[src/rtl/id_ex_stage.sv]
// ID/EX pipeline register with load-use hazard detection.
// A load in EX whose destination feeds the instruction in ID forces a bubble
// into EX and stalls the front end for one cycle. Flush kills the ID
// instruction, and Hold freezes the register for downstream stalls.
module id_ex_stage #(
  parameter int DATA_W     = 32,
  parameter int REG_ADDR_W = 5,
  parameter int CNT_W      = 16
) (
  input  logic                  clk,
  input  logic                  reset,
  input  logic                  id_valid,
  input  logic [DATA_W-1:0]     id_PC,
  input  logic [DATA_W-1:0]     id_RD1,
  input  logic [DATA_W-1:0]     id_RD2,
  input  logic [DATA_W-1:0]     id_Imm,
  input  logic [REG_ADDR_W-1:0] id_rs1,
  input  logic [REG_ADDR_W-1:0] id_rs2,
  input  logic [REG_ADDR_W-1:0] id_rd,
  input  logic [2:0]            id_Funct3,
  input  logic [6:0]            id_Funct7,
  input  logic [1:0]            id_ALUOp,
  input  logic [6:0]            id_Ctrl,
  input  logic                  Flush,
  input  logic                  Hold,
  output logic                  ex_valid,
  output logic [DATA_W-1:0]     ex_PC,
  output logic [DATA_W-1:0]     ex_RD1,
  output logic [DATA_W-1:0]     ex_RD2,
  output logic [DATA_W-1:0]     ex_Imm,
  output logic [REG_ADDR_W-1:0] ex_rs1,
  output logic [REG_ADDR_W-1:0] ex_rs2,
  output logic [REG_ADDR_W-1:0] ex_rd,
  output logic [2:0]            ex_Funct3,
  output logic [6:0]            ex_Funct7,
  output logic [1:0]            ex_ALUOp,
  output logic [6:0]            ex_Ctrl,
  output logic                  HazardStall,
  output logic [CNT_W-1:0]      BubbleCount
);

  // Control bundle layout: {ALUSrc,MemRead,MemWrite,RegWrite,MemtoReg,Branch,Jump}
  localparam int CTRL_ALUSRC   = 6;
  localparam int CTRL_MEMREAD  = 5;
  localparam int CTRL_MEMWRITE = 4;

  logic uses_rs2;
  logic ex_is_load;
  logic hazard;
  logic load_bubble;

  // Load-use detection; rs1 is always treated as a source (conservative for
  // LUI/AUIPC/JAL), rs2 only when the ALU or a store actually consumes it.
  always_comb begin
    uses_rs2   = ~id_Ctrl[CTRL_ALUSRC] | id_Ctrl[CTRL_MEMWRITE];
    ex_is_load = ex_valid & ex_Ctrl[CTRL_MEMREAD] & (ex_rd != '0);
    hazard     = id_valid & ex_is_load &
                 ((ex_rd == id_rs1) | (uses_rs2 & (ex_rd == id_rs2)));
  end

  assign HazardStall = hazard & ~Flush & ~Hold;

  // A flush always empties EX; a hazard only does so when not held.
  assign load_bubble = Flush | (hazard & ~Hold);

  // Pipeline register: reset/bubble clears every field, Hold retains.
  always_ff @(posedge clk) begin
    if (reset || load_bubble) begin
      ex_valid  <= 1'b0;
      ex_PC     <= '0;
      ex_RD1    <= '0;
      ex_RD2    <= '0;
      ex_Imm    <= '0;
      ex_rs1    <= '0;
      ex_rs2    <= '0;
      ex_rd     <= '0;
      ex_Funct3 <= '0;
      ex_Funct7 <= '0;
      ex_ALUOp  <= '0;
      ex_Ctrl   <= '0;
    end else if (!Hold) begin
      ex_valid  <= id_valid;
      ex_PC     <= id_PC;
      ex_RD1    <= id_RD1;
      ex_RD2    <= id_RD2;
      ex_Imm    <= id_Imm;
      ex_rs1    <= id_rs1;
      ex_rs2    <= id_rs2;
      ex_rd     <= id_rd;
      ex_Funct3 <= id_Funct3;
      ex_Funct7 <= id_Funct7;
      ex_ALUOp  <= id_ALUOp;
      ex_Ctrl   <= id_Ctrl;
    end
  end

  // Saturating count of hazard bubbles; flush bubbles are not counted.
  always_ff @(posedge clk) begin
    if (reset) begin
      BubbleCount <= '0;
    end else if (HazardStall && (BubbleCount != '1)) begin
      BubbleCount <= BubbleCount + 1'b1;
    end
  end

endmodule

[config.mk]
export PLATFORM = sky130hd
export DESIGN_NAME = id_ex_stage
export DESIGN_NICKNAME = d
export VERILOG_FILES = /design/src/rtl/id_ex_stage.sv
export SDC_FILE = /design/constraint.sdc
export NUM_CORES = 1
export LEC_CHECK = 0
export BUFFER_PORTS_ARGS = -buffer_cell sky130_fd_sc_hd__buf_2
export CORE_AREA = 5 5 131 133
export DETAILED_ROUTE_END_ITERATION = 6
export DIE_AREA = 0 0 136 138
export PLACE_DENSITY = 0.76
export SLEW_MARGIN = 20
export SYNTH_ARGS = -nofsm -noshare
export SYNTH_HDL_FRONTEND = slang
export SYNTH_SLANG_ARGS = --single-unit
[constraint.sdc]
create_clock -name clk -period 3.1 [get_ports clk]
set_input_delay 0.31 -clock clk [delete_from_list [all_inputs] [get_ports clk]]
set_output_delay 0.31 -clock clk [all_outputs]
set_load 0.005 [all_outputs]
==> results.sh, run 1 <==
export IMPL_antenna_found_initial=2
export IMPL_hp_class="in -> reg"
export IMPL_worst_pin_slew_ns=0.886
export IMPL_first_pass_iters=4
export IMPL_cts_buffers=17
export IMPL_netlist_instances=658
export IMPL_h_tree_depth=4
export IMPL_cts_root_buf="clkbuf_16"
export IMPL_setup_viol=0
export IMPL_reg2reg_setup_slack_ns=0.90
export IMPL_synth_warnings=0
export IMPL_cp_max_fo=30
export IMPL_holdWs_ns=0.122
export IMPL_max_freq_mhz=426
export IMPL_worst_setup_path_end_kind="output pin"
export IMPL_wl_per_cell_um=16.1
export IMPL_critPathLaunch="ex_rd[1]"
export IMPL_required_ns=2.79
export IMPL_dpl_hpwl_um=14500
export IMPL_finalInstanceArea_mm2=0.00930
export IMPL_critical_path_class="reg -> out"
export IMPL_gp_congestion=0.859
export IMPL_grt_pass1_vias=5756
export IMPL_ys_seq_elements=179
export IMPL_cts_sinks=179
export IMPL_netlist_area_mm2=0.00674
export IMPL_wl_um=19600
export IMPL_drc_errors=0
export IMPL_cts_resized=0
export IMPL_rows=46
export IMPL_path_buf_inv=2
export IMPL_cp_slowest_stage_delay_ns=0.46
export IMPL_leakagePower_nw=4.79
export IMPL_cts_hold_buf=0
export IMPL_critical_path_top_delay_family="simple AND/OR/NAND/NOR gates"
export IMPL_area_growth_syn_to_layout_pct=38.1
export IMPL_vias=5842
export IMPL_irDropWorstVdd_mv=0.343
export IMPL_timing_rr_start="ex_rd[1]"
export IMPL_skew_ns=0.0134
export IMPL_timing_critical_path_mode_cell="nor3_1"
export IMPL_grt_pass1_wl_um=29600
export IMPL_routed_via_density=4.81
export IMPL_max_slew_margin_pct=41.0
export IMPL_crit_chain="xor2_1 -> nor3_1 -> a22oi_1 -> buf_4 -> nor3_1 -> buf_2"
export IMPL_grt_max_degree=112
export IMPL_grt_overflow_total=0
export IMPL_rsz0062_at_grt="false"
export IMPL_cts_tree="done"
export IMPL_seq_area_frac_synth_pct=53.2
export IMPL_slew_violations=0
export IMPL_p_per_area_mw_per_mm2=566
export IMPL_drive_gt1_share_pct=39.2
export IMPL_path_clk_slew_ns=0.07
export IMPL_die_x_um=136
export IMPL_cts_max_path_buffers=2
export IMPL_layout_min_cycle_time_ns=2.35
export IMPL_clock_latency_ns=0.42
export IMPL_arrival_ns=2.04
export IMPL_die_h_um=138
export IMPL_placed_area_mm2=0.00864
export IMPL_synth_cell_types=38
export IMPL_io_pins=347
export IMPL_hp_start="id_Imm[21]"
export IMPL_fillers=1397
export IMPL_fin_crit_sh_pct=75.7
export IMPL_fin_nets=1152
export IMPL_crit_path_start_kind="register"
export IMPL_core_area_mm2=0.0157
export IMPL_totalNegativeSetupSlack_ns=0
export IMPL_io_buffers=346
export IMPL_grtUsageTotal_pct=19.6
export IMPL_drt_iter0_drc=203
export IMPL_synth_nets=826
export IMPL_cp_slowest_cell="dfxtp_1"
export IMPL_final_antenna_net_count=0
export IMPL_design_die_area_mm2=0.0188
export IMPL_synth_avg_cell_area_um2=10.2
export IMPL_start_util_pct=42.9
export IMPL_status="completed"
export IMPL_post_cts_buffers=0
export IMPL_max_cap_violations=0
export IMPL_hold_violations=0
==> worst register-to-register path, delay by kind of cell (launching register included) <==
family	cells	cell delay (ns)
buffers and inverters	2	0.79
DFF	1	0.46
and+or+nand+nor	2	0.42
AOI/OAI and AO/OA	2	0.29
xor gates and xnor gates	1	0.10
==> where the power goes <==
part | total [W] | internal (W) | switching (W)
Clock | 0.00239 | 0.00147 | 0.000923
Combinational | 0.000475 | 0.000241 | 0.000234
Sequential | 0.00240 | 0.00237 | 0.0000353
==> kinds of logic (layout without fill, tap and decap cells) <==
group / Yosys count / in the layout / share of synthesized area, %
compound gates: 31 / 31 / 2.93
xor+xnor: 10 / 10 / 1.30
simple gates: 224 / 224 / 14.8
fa+ha+maj: 1 / 1 / 0.186
flops: 179 / 179 / 53.2
other cells: 0 / 2 / 0
buf+inv: 47 / 385 / 2.90
mux: 166 / 166 / 24.7
==> area by class of cell <==
class	instances	area [um2]	share of cell area, %
sequential	179	3580	38.5
antenna	2	5.00	0.0538
inverter	3	11.3	0.121
timing repair buffer	351	1800	19.4
multi-input combinational	432	2970	31.9
tap	216	270	2.91
clock buffer	18	439	4.72
clock inverter	13	219	2.35
==> layer usage <==
metal	GRT usage, %	wire length [um]	vias up
met1	20.8	7330	2670
met5	0	0	-
met2	34.9	9700	244
li1	-	-	2901
met3	7.84	2130	27
met4	7.32	434	0
==> final timing paths <==
| path | to | cells past startpoint |
|---|---|---|
| setup / recovery | HazardStall | 6 |
| hold / removal | ex_Imm[21] | 3 |
| setup reg to reg | ex_RD2[10] | 7 |
| hold reg to reg | ex_RD2[8] | 2 |
==> registers in the layout (all words and copies together) (netlist names) <==
signal and flops:
ex_RD2 32, ex_Ctrl 7, ex_rs1 5, ex_Funct7 7, ex_PC 32, ex_ALUOp 2
BubbleCount 16, ex_Imm 32, ex_RD1 32, ex_Funct3 3, ex_valid 1, ex_rd 5
ex_rs2 5
==> per-stage QoR <==
stage               setup WS (ns)  power (W)  cells  util, %
floorplan                    1.11    0.00271    658        -
global placement            0.857    0.00293   1181     55.0
detailed placement          0.837    0.00294   1181     55.0
CTS                         0.657    0.00533   1212     59.2
global route                0.586    0.00549   1214     59.2
finish                      0.752    0.00527   1214     59.2
==> synth_stat cells <==
| library cell | instances | share of area, % |
|---|---|---|
| dfxtp_1 | 179 | 53 |
| nor2_1 | 171 | 9.5 |
| mux2i_1 | 163 | 24 |
| clkbuf_1 | 29 | 1.6 |
| a21oi_1 | 12 | 0.89 |
| buf_2 | 12 | 0.89 |
| xor2_1 | 10 | 1.3 |
| or4_1 | 9 | 1.0 |
| nor3_1 | 8 | 0.59 |
| o31ai_1 | 8 | 0.89 |
| nand3_1 | 6 | 0.45 |
| o21ai_0 | 5 | 0.37 |
| or3_1 | 5 | 0.46 |
| nand2_1 | 4 | 0.22 |
| nor2b_1 | 4 | 0.37 |
| inv_1 | 3 | 0.17 |
| mux2_1 | 3 | 0.50 |
| nand4_1 | 3 | 0.28 |
| buf_1 | 2 | 0.11 |
| nand3b_1 | 2 | 0.22 |
| nand4b_1 | 2 | 0.26 |
| o41ai_1 | 2 | 0.26 |
| a21oi_2 | 1 | 0.13 |
| a22oi_1 | 1 | 0.11 |
| a31o_2 | 1 | 0.13 |
| buf_4 | 1 | 0.11 |
| ha_1 | 1 | 0.19 |
| nand2_2 | 1 | 0.093 |
| nand2b_1 | 1 | 0.093 |
| nand4_2 | 1 | 0.19 |
| nand4bb_1 | 1 | 0.17 |
| nor3b_1 | 1 | 0.11 |
| nor4_1 | 1 | 0.093 |
| nor4_2 | 1 | 0.19 |
| o311a_1 | 1 | 0.15 |
| or4_4 | 1 | 0.17 |
| or4b_1 | 1 | 0.15 |
| or4b_2 | 1 | 0.15 |
==> cells in the final DEF, fill, tap and decap left out, types with 2 or more instances in the layout <==
cell type / instances
buf_12: 2
nand3_1: 6
a21oi_1: 12
or4_1: 9
bufinv_16: 5
clkinvlp_4: 3
diode_2: 2
o21ai_0: 4
inv_1: 3
xor2_1: 10
inv_6: 4
buf_2: 345
o41ai_1: 2
nor2_1: 171
nand4b_1: 2
nand3b_1: 2
nand4_1: 3
nand2_1: 4
buf_4: 3
nor2b_1: 4
or3_1: 5
mux2i_1: 163
dfxtp_1: 179
mux2_1: 3
clkbuf_16: 17
o31ai_1: 8
nor3_1: 8
No activity file was read; power rests on OpenSTA's default activity.
==> run 2, diff against run 1 <==
--- a/config.mk
+++ b/config.mk
@@ -6,10 +6,10 @@
 export NUM_CORES = 1
 export LEC_CHECK = 0
 export BUFFER_PORTS_ARGS = -buffer_cell sky130_fd_sc_hd__buf_2
-export CORE_AREA = 5 5 131 133
+export CORE_AREA = 5 5 133 135
 export DETAILED_ROUTE_END_ITERATION = 6
-export DIE_AREA = 0 0 136 138
-export PLACE_DENSITY = 0.76
+export DIE_AREA = 0 0 138 140
+export PLACE_DENSITY = 0.74
 export SLEW_MARGIN = 20
 export SYNTH_ARGS = -nofsm -noshare
 export SYNTH_HDL_FRONTEND = slang
==> constraint.sdc (replaced) <==
create_clock -name clk -period 2.3 [get_ports clk]
set_input_delay 0.23 -clock clk [delete_from_list [all_inputs] [get_ports clk]]
set_output_delay 0.23 -clock clk [all_outputs]
set_load 0.005 [all_outputs]
==> run 2 against run 1 <==
  * Combinational power rose by 36%
  * Global-route usage fell by 0.16 points
  * Via count rose by 0.48%
  * Non-clock buffer count rose by 7
  * Largest cell class unchanged
==> results.sh, run 2 (same netlist as run 1, synthesis figures left out) <==
export IMPL_antenna_found_initial=1
export IMPL_slew_violations=0
export IMPL_cts_sinks=179
export IMPL_arrival_ns=2.35
export IMPL_worst_slack_ns=0.219
export IMPL_cp_max_fo=62
export IMPL_finalInstanceArea_mm2=0.00929
export IMPL_core_area_mm2=0.0163
export IMPL_drc_errors=0
export IMPL_critical_path_class="reg -> reg"
export IMPL_cts_root_buf="clkbuf_16"
export IMPL_first_pass_iters=4
export IMPL_hp_class="in -> reg"
export IMPL_path_clk_slew_ns=0.07
export IMPL_drt_iter0_drc=223
export IMPL_dp_worst_setup_slack_ns=0.148
export IMPL_cts_tree="done"
export IMPL_status="completed"
export IMPL_h_tree_depth=4
export IMPL_layout_min_cycle_time_ns=2.08
export IMPL_postLayoutCoreUtil_pct=56.8
export IMPL_cts_max_path_buffers=2
export IMPL_design_die_area_mm2=0.0193
export IMPL_io_pins=347
export IMPL_io_buffers=346
export IMPL_cts_resized=1
export IMPL_rsz0062_at_grt="false"
export IMPL_routed_via_density=4.79
export IMPL_crit_path_start_kind="register"
export IMPL_placed_area_mm2=0.00870
export IMPL_max_cap_violations=0
export IMPL_skew_ns=0.0138
export IMPL_place_inst=1192
export IMPL_grtUsageTotal_pct=19.5
export IMPL_dpl_hpwl_um=14700
export IMPL_hold_violations=0
export IMPL_wl_per_cell_um=15.9
export IMPL_worstHoldPathCells=3
export IMPL_wl_um=19500
export IMPL_cts_buffers=17
export IMPL_required_ns=2.57
export IMPL_vias=5870
export IMPL_fin_nets=1159
export IMPL_grt_pass1_vias=5887
export IMPL_worst_setup_path_end_kind="register"
export IMPL_stdcell_count=1225
export IMPL_grt_pass1_wl_um=30900
export IMPL_fillers=1514
export IMPL_gp_congestion=0.816
export IMPL_drive_gt1_share_pct=39.5
export IMPL_irDropWorstVdd_mv=0.425
export IMPL_area_growth_syn_to_layout_pct=37.8
export IMPL_setup_viol=0
export IMPL_final_antenna_net_count=0
export IMPL_max_slew_margin_pct=48.6
export IMPL_die_h_um=140
export IMPL_final_common_cell="buf_2"
export IMPL_worst_pin_slew_ns=0.772
export IMPL_post_cts_buffers=0
export IMPL_rows=47
export IMPL_r2r_worst_path_cells=6
export IMPL_start_util_pct=41.2
export IMPL_max_freq_mhz=480
export IMPL_cts_hold_buf=0
export IMPL_die_x_um=138
export IMPL_final_cell_mix="buf_2, dfxtp_1, nor2_1"
export IMPL_p_per_area_mw_per_mm2=725
export IMPL_grt_max_degree=102
export IMPL_leakagePower_nw=4.79
export IMPL_grt_overflow_total=0
export IMPL_fin_crit_sh_pct=90.5
export IMPL_totalNegativeSetupSlack_ns=0
export IMPL_clock_latency_ns=0.42
run 2: cell types whose count changed in the layout (fill, tap and decap cells not counted), sizes merged:
| cell | change |
|---|---|
| clkbuf | +1 |
| inv | -1 |
| buf | +7 |
| clkinv | +3 |
| bufinv | -3 |
run 2: metrics by stage:
| step | hold WS (ns) | total power, W |
|---|---|---|
| 2_1_floorplan | 0.374 | 0.00365 |
| 3_3_place_gp | 0.456 | 0.00395 |
| 3_5_place_dp | 0.467 | 0.00396 |
| 4_1_cts | 0.0204 | 0.00681 |
| 5_1_grt | 0.0263 | 0.00703 |
| 6_report | 0.0385 | 0.00673 |
run 2: worst paths after layout:
| kind | startpoint | endpoint | slack [ns] |
|---|---|---|---|
| worst max-delay path | ex_rd[4] | ex_RD2[27] | 0.22 |
| worst min-delay path | id_Imm[25] | ex_Imm[25] | 0.04 |
| worst max register to register | ex_rd[4] | ex_RD2[27] | 0.22 |
| worst min register to register | ex_RD1[2] | ex_RD1[2] | 0.49 |
run 2: layout make-up:
cell class	count	area [um2]	area share, %
antenna	2	5.00	0.0539
clock buffer	19	433	4.66
clock inverter	12	146	1.58
inverter	3	11.3	0.121
multi-input combinational	432	2980	32.0
sequential	179	3580	38.6
tap	220	275	2.96
timing repair buffer	358	1860	20.0
run 2: where the power goes:
group / internal, W / switching [W] / leakage, nW
clock network: 0.00162 / 0.00122 / 0.273
logic: 0.000329 / 0.000318 / 3.06
registers: 0.00319 / 0.0000475 / 1.46
total: 0.00514 / 0.00159 / 4.79
run 2: worst max-delay path, stage by stage, from the launching register on:
cell and delay, ns:
dfxtp_1 0.36, xor2_1 0.18, nor4_2 0.28, a22oi_2 0.21, o21ai_4 0.20, buf_4 0.56
nor2_1 0.12
run 2: layer usage:
layer	vias to the layer above	global-route usage [%]	part of all wire (%)
met3	24	8.38	10
li1	2912	-	-
met5	-	0	0
met1	2687	21.9	40
met4	0	6.50	1.9
met2	247	33.3	48
==> run 3, diff against run 2 <==
--- a/config.mk
+++ b/config.mk
@@ -6,10 +6,13 @@
 export NUM_CORES = 1
 export LEC_CHECK = 0
 export BUFFER_PORTS_ARGS = -buffer_cell sky130_fd_sc_hd__buf_2
-export CORE_AREA = 5 5 133 135
+export CELL_PAD_IN_SITES_DETAIL_PLACEMENT = 1
+export CELL_PAD_IN_SITES_GLOBAL_PLACEMENT = 2
+export CORE_ASPECT_RATIO = 1.5
+export CORE_MARGIN = 5
+export CORE_UTILIZATION = 26
 export DETAILED_ROUTE_END_ITERATION = 6
-export DIE_AREA = 0 0 138 140
-export PLACE_DENSITY = 0.74
+export PLACE_DENSITY_LB_ADDON = 0.1
 export SLEW_MARGIN = 20
 export SYNTH_ARGS = -nofsm -noshare
 export SYNTH_HDL_FRONTEND = slang
==> run 3 against run 2 <==
  * Combinational power up 3.6%
  * Global-route usage down 3.9 points
  * Non-clock buffer count up 3
  * Sequential cell count unchanged
  * Sequential power about the same
  * Clock power up 11%
  * Cell count up 9.5%
  * Via count up 1.2%
  * Utilization down 20 points
  * First-iteration DRC count down 14%
  * Highest routed layer is now met5
  * Critical path depth unchanged
==> results.sh, run 3 (same netlist as run 1, synthesis figures left out) <==
export IMPL_timing_rr_end="BubbleCount[0]"
export IMPL_final_common_cell="buf_2"
export IMPL_p_per_area_mw_per_mm2=737
export IMPL_clock_latency_ns=0.43
export IMPL_cts_tree="done"
export IMPL_final_antenna_net_count=0
export IMPL_hp_class="in -> reg"
export IMPL_crit_path_start_kind="register"
export IMPL_grtUsageTotal_pct=15.6
export IMPL_required_ns=2.07
export IMPL_design_die_area_mm2=0.0293
export IMPL_antenna_found_initial=6
export IMPL_wl_per_cell_um=17.0
export IMPL_rows=72
export IMPL_multi_input_comb_area_mm2=0.00299
export IMPL_arrival_ns=1.92
export IMPL_endpoint="HazardStall"
export IMPL_fin_nets=1162
export IMPL_setup_viol=0
export IMPL_irDropWorstVdd_mv=0.508
export IMPL_cp_max_fo=30
export IMPL_critical_path_class="reg -> out"
export IMPL_fin_crit_sh_pct=93.3
export IMPL_rsz0062_at_grt="false"
export IMPL_die_x_um=141
export IMPL_drt_iter0_drc=191
export IMPL_cts_sinks=179
export IMPL_stdcell_count=1341
export IMPL_drc_errors=0
export IMPL_area_growth_syn_to_layout_pct=42.0
export IMPL_critPathLaunch="ex_rd[2]"
export IMPL_layout_min_cycle_time_ns=2.15
export IMPL_skew_ns=0.0101
export IMPL_gp_congestion=0.726
export IMPL_routed_via_density=4.43
export IMPL_first_pass_iters=4
export IMPL_final_cell_mix="buf_2, dfxtp_1, nor2_1"
export IMPL_placed_area_mm2=0.00892
export IMPL_leakagePower_nw=4.87
export IMPL_reg2reg_setup_slack_ns=0.29
export IMPL_worstHoldPathCells=3
export IMPL_status="completed"
export IMPL_max_freq_mhz=466
export IMPL_grt_pass1_vias=6298
export IMPL_seq_area_mm2=0.00358
export IMPL_cts_buffers=17
export IMPL_max_slew_margin_pct=40.4
export IMPL_io_pins=347
export IMPL_start_util_pct=26.2
export IMPL_core_area_mm2=0.0257
export IMPL_fillers=3046
export IMPL_cts_root_buf="clkbuf_16"
export IMPL_place_inst=1308
export IMPL_slew_violations=0
export IMPL_r2r_worst_path_cells=6
export IMPL_cts_max_path_buffers=2
export IMPL_grt_pass1_wl_um=35800
export IMPL_totalNegativeSetupSlack_ns=0
export IMPL_finalInstanceArea_mm2=0.00957
export IMPL_wl_um=22900
export IMPL_die_h_um=207
export IMPL_max_cap_violations=0
export IMPL_h_tree_depth=4
export IMPL_grt_overflow_total=0
export IMPL_holdWs_ns=0.0244
export IMPL_power_w=0.00705
export IMPL_timing_rr_start="BubbleCount[1]"
export IMPL_vias=5938
export IMPL_path_clk_slew_ns=0.07
export IMPL_dpl_hpwl_um=17400
export IMPL_io_buffers=346
export IMPL_grt_max_degree=115
export IMPL_hold_violations=0
export IMPL_drive_gt1_share_pct=40.0
export IMPL_worst_pin_slew_ns=0.894
export IMPL_worst_setup_path_end_kind="output pin"
run 3: through the flow:
step	worst slack (ns)	util [%]
after global routing	0.0313	37.3
final	0.155	37.3
after global placement	0.198	34.7
after detailed placement	0.197	34.7
after floorplan	0.310	-
after CTS	0.0104	37.2
run 3: critical path: stages (launching register included):
cell and delay [ns]:
dfxtp_1 0.36, xor2_1 0.19, nor4_2 0.31, a22oi_2 0.12
buf_6 0.20, nor3_4 0.16, buf_2 0.14
run 3: repair_timing:
action | CTS | global route
gates resized for setup | 3 | 1
buffers inserted | 0 | 0
hold buffers | 0 | 0
endpoints found under the setup margin | 1 | 1
run 3: layer usage:
layer | global-route usage (%) | wire, um | vias to the layer above
met1 | 16.8 | 8670 | 2743
met3 | 7.57 | 2380 | 32
met5 | 0 | 65 | -
met4 | 4.77 | 375 | 12
met2 | 26.7 | 11400 | 222
li1 | - | - | 2929
run 3: layout make-up:
type / instances / share of cell area [%]
diodes: 1 / 0.0262
clock buffers: 20 / 4.77
clock inverters: 12 / 1.84
inverters: 3 / 0.118
multi-input cells: 432 / 31.2
flip-flops and latches: 179 / 37.5
well taps: 333 / 4.35
repair buffers: 361 / 20.2
run 3: worst min-delay path by stage:
stage / start / to
6_report: id_Imm[1] / ex_Imm[1]
5_1_grt: id_Imm[1] / ex_Imm[1]
4_1_cts: id_RD1[20] / ex_RD1[20]
3_5_place_dp: id_PC[2] / ex_PC[2]
3_3_place_gp: id_PC[14] / ex_PC[14]
2_1_floorplan: id_ALUOp[0] / ex_ALUOp[0]
run 3: power by group:
| group | switching [W] | internal [W] | total, W |
|---|---|---|---|
| logic | 0.000327 | 0.000344 | 0.000670 |
| registers | 0.0000470 | 0.00319 | 0.00324 |
| clock network | 0.00126 | 0.00188 | 0.00314 |
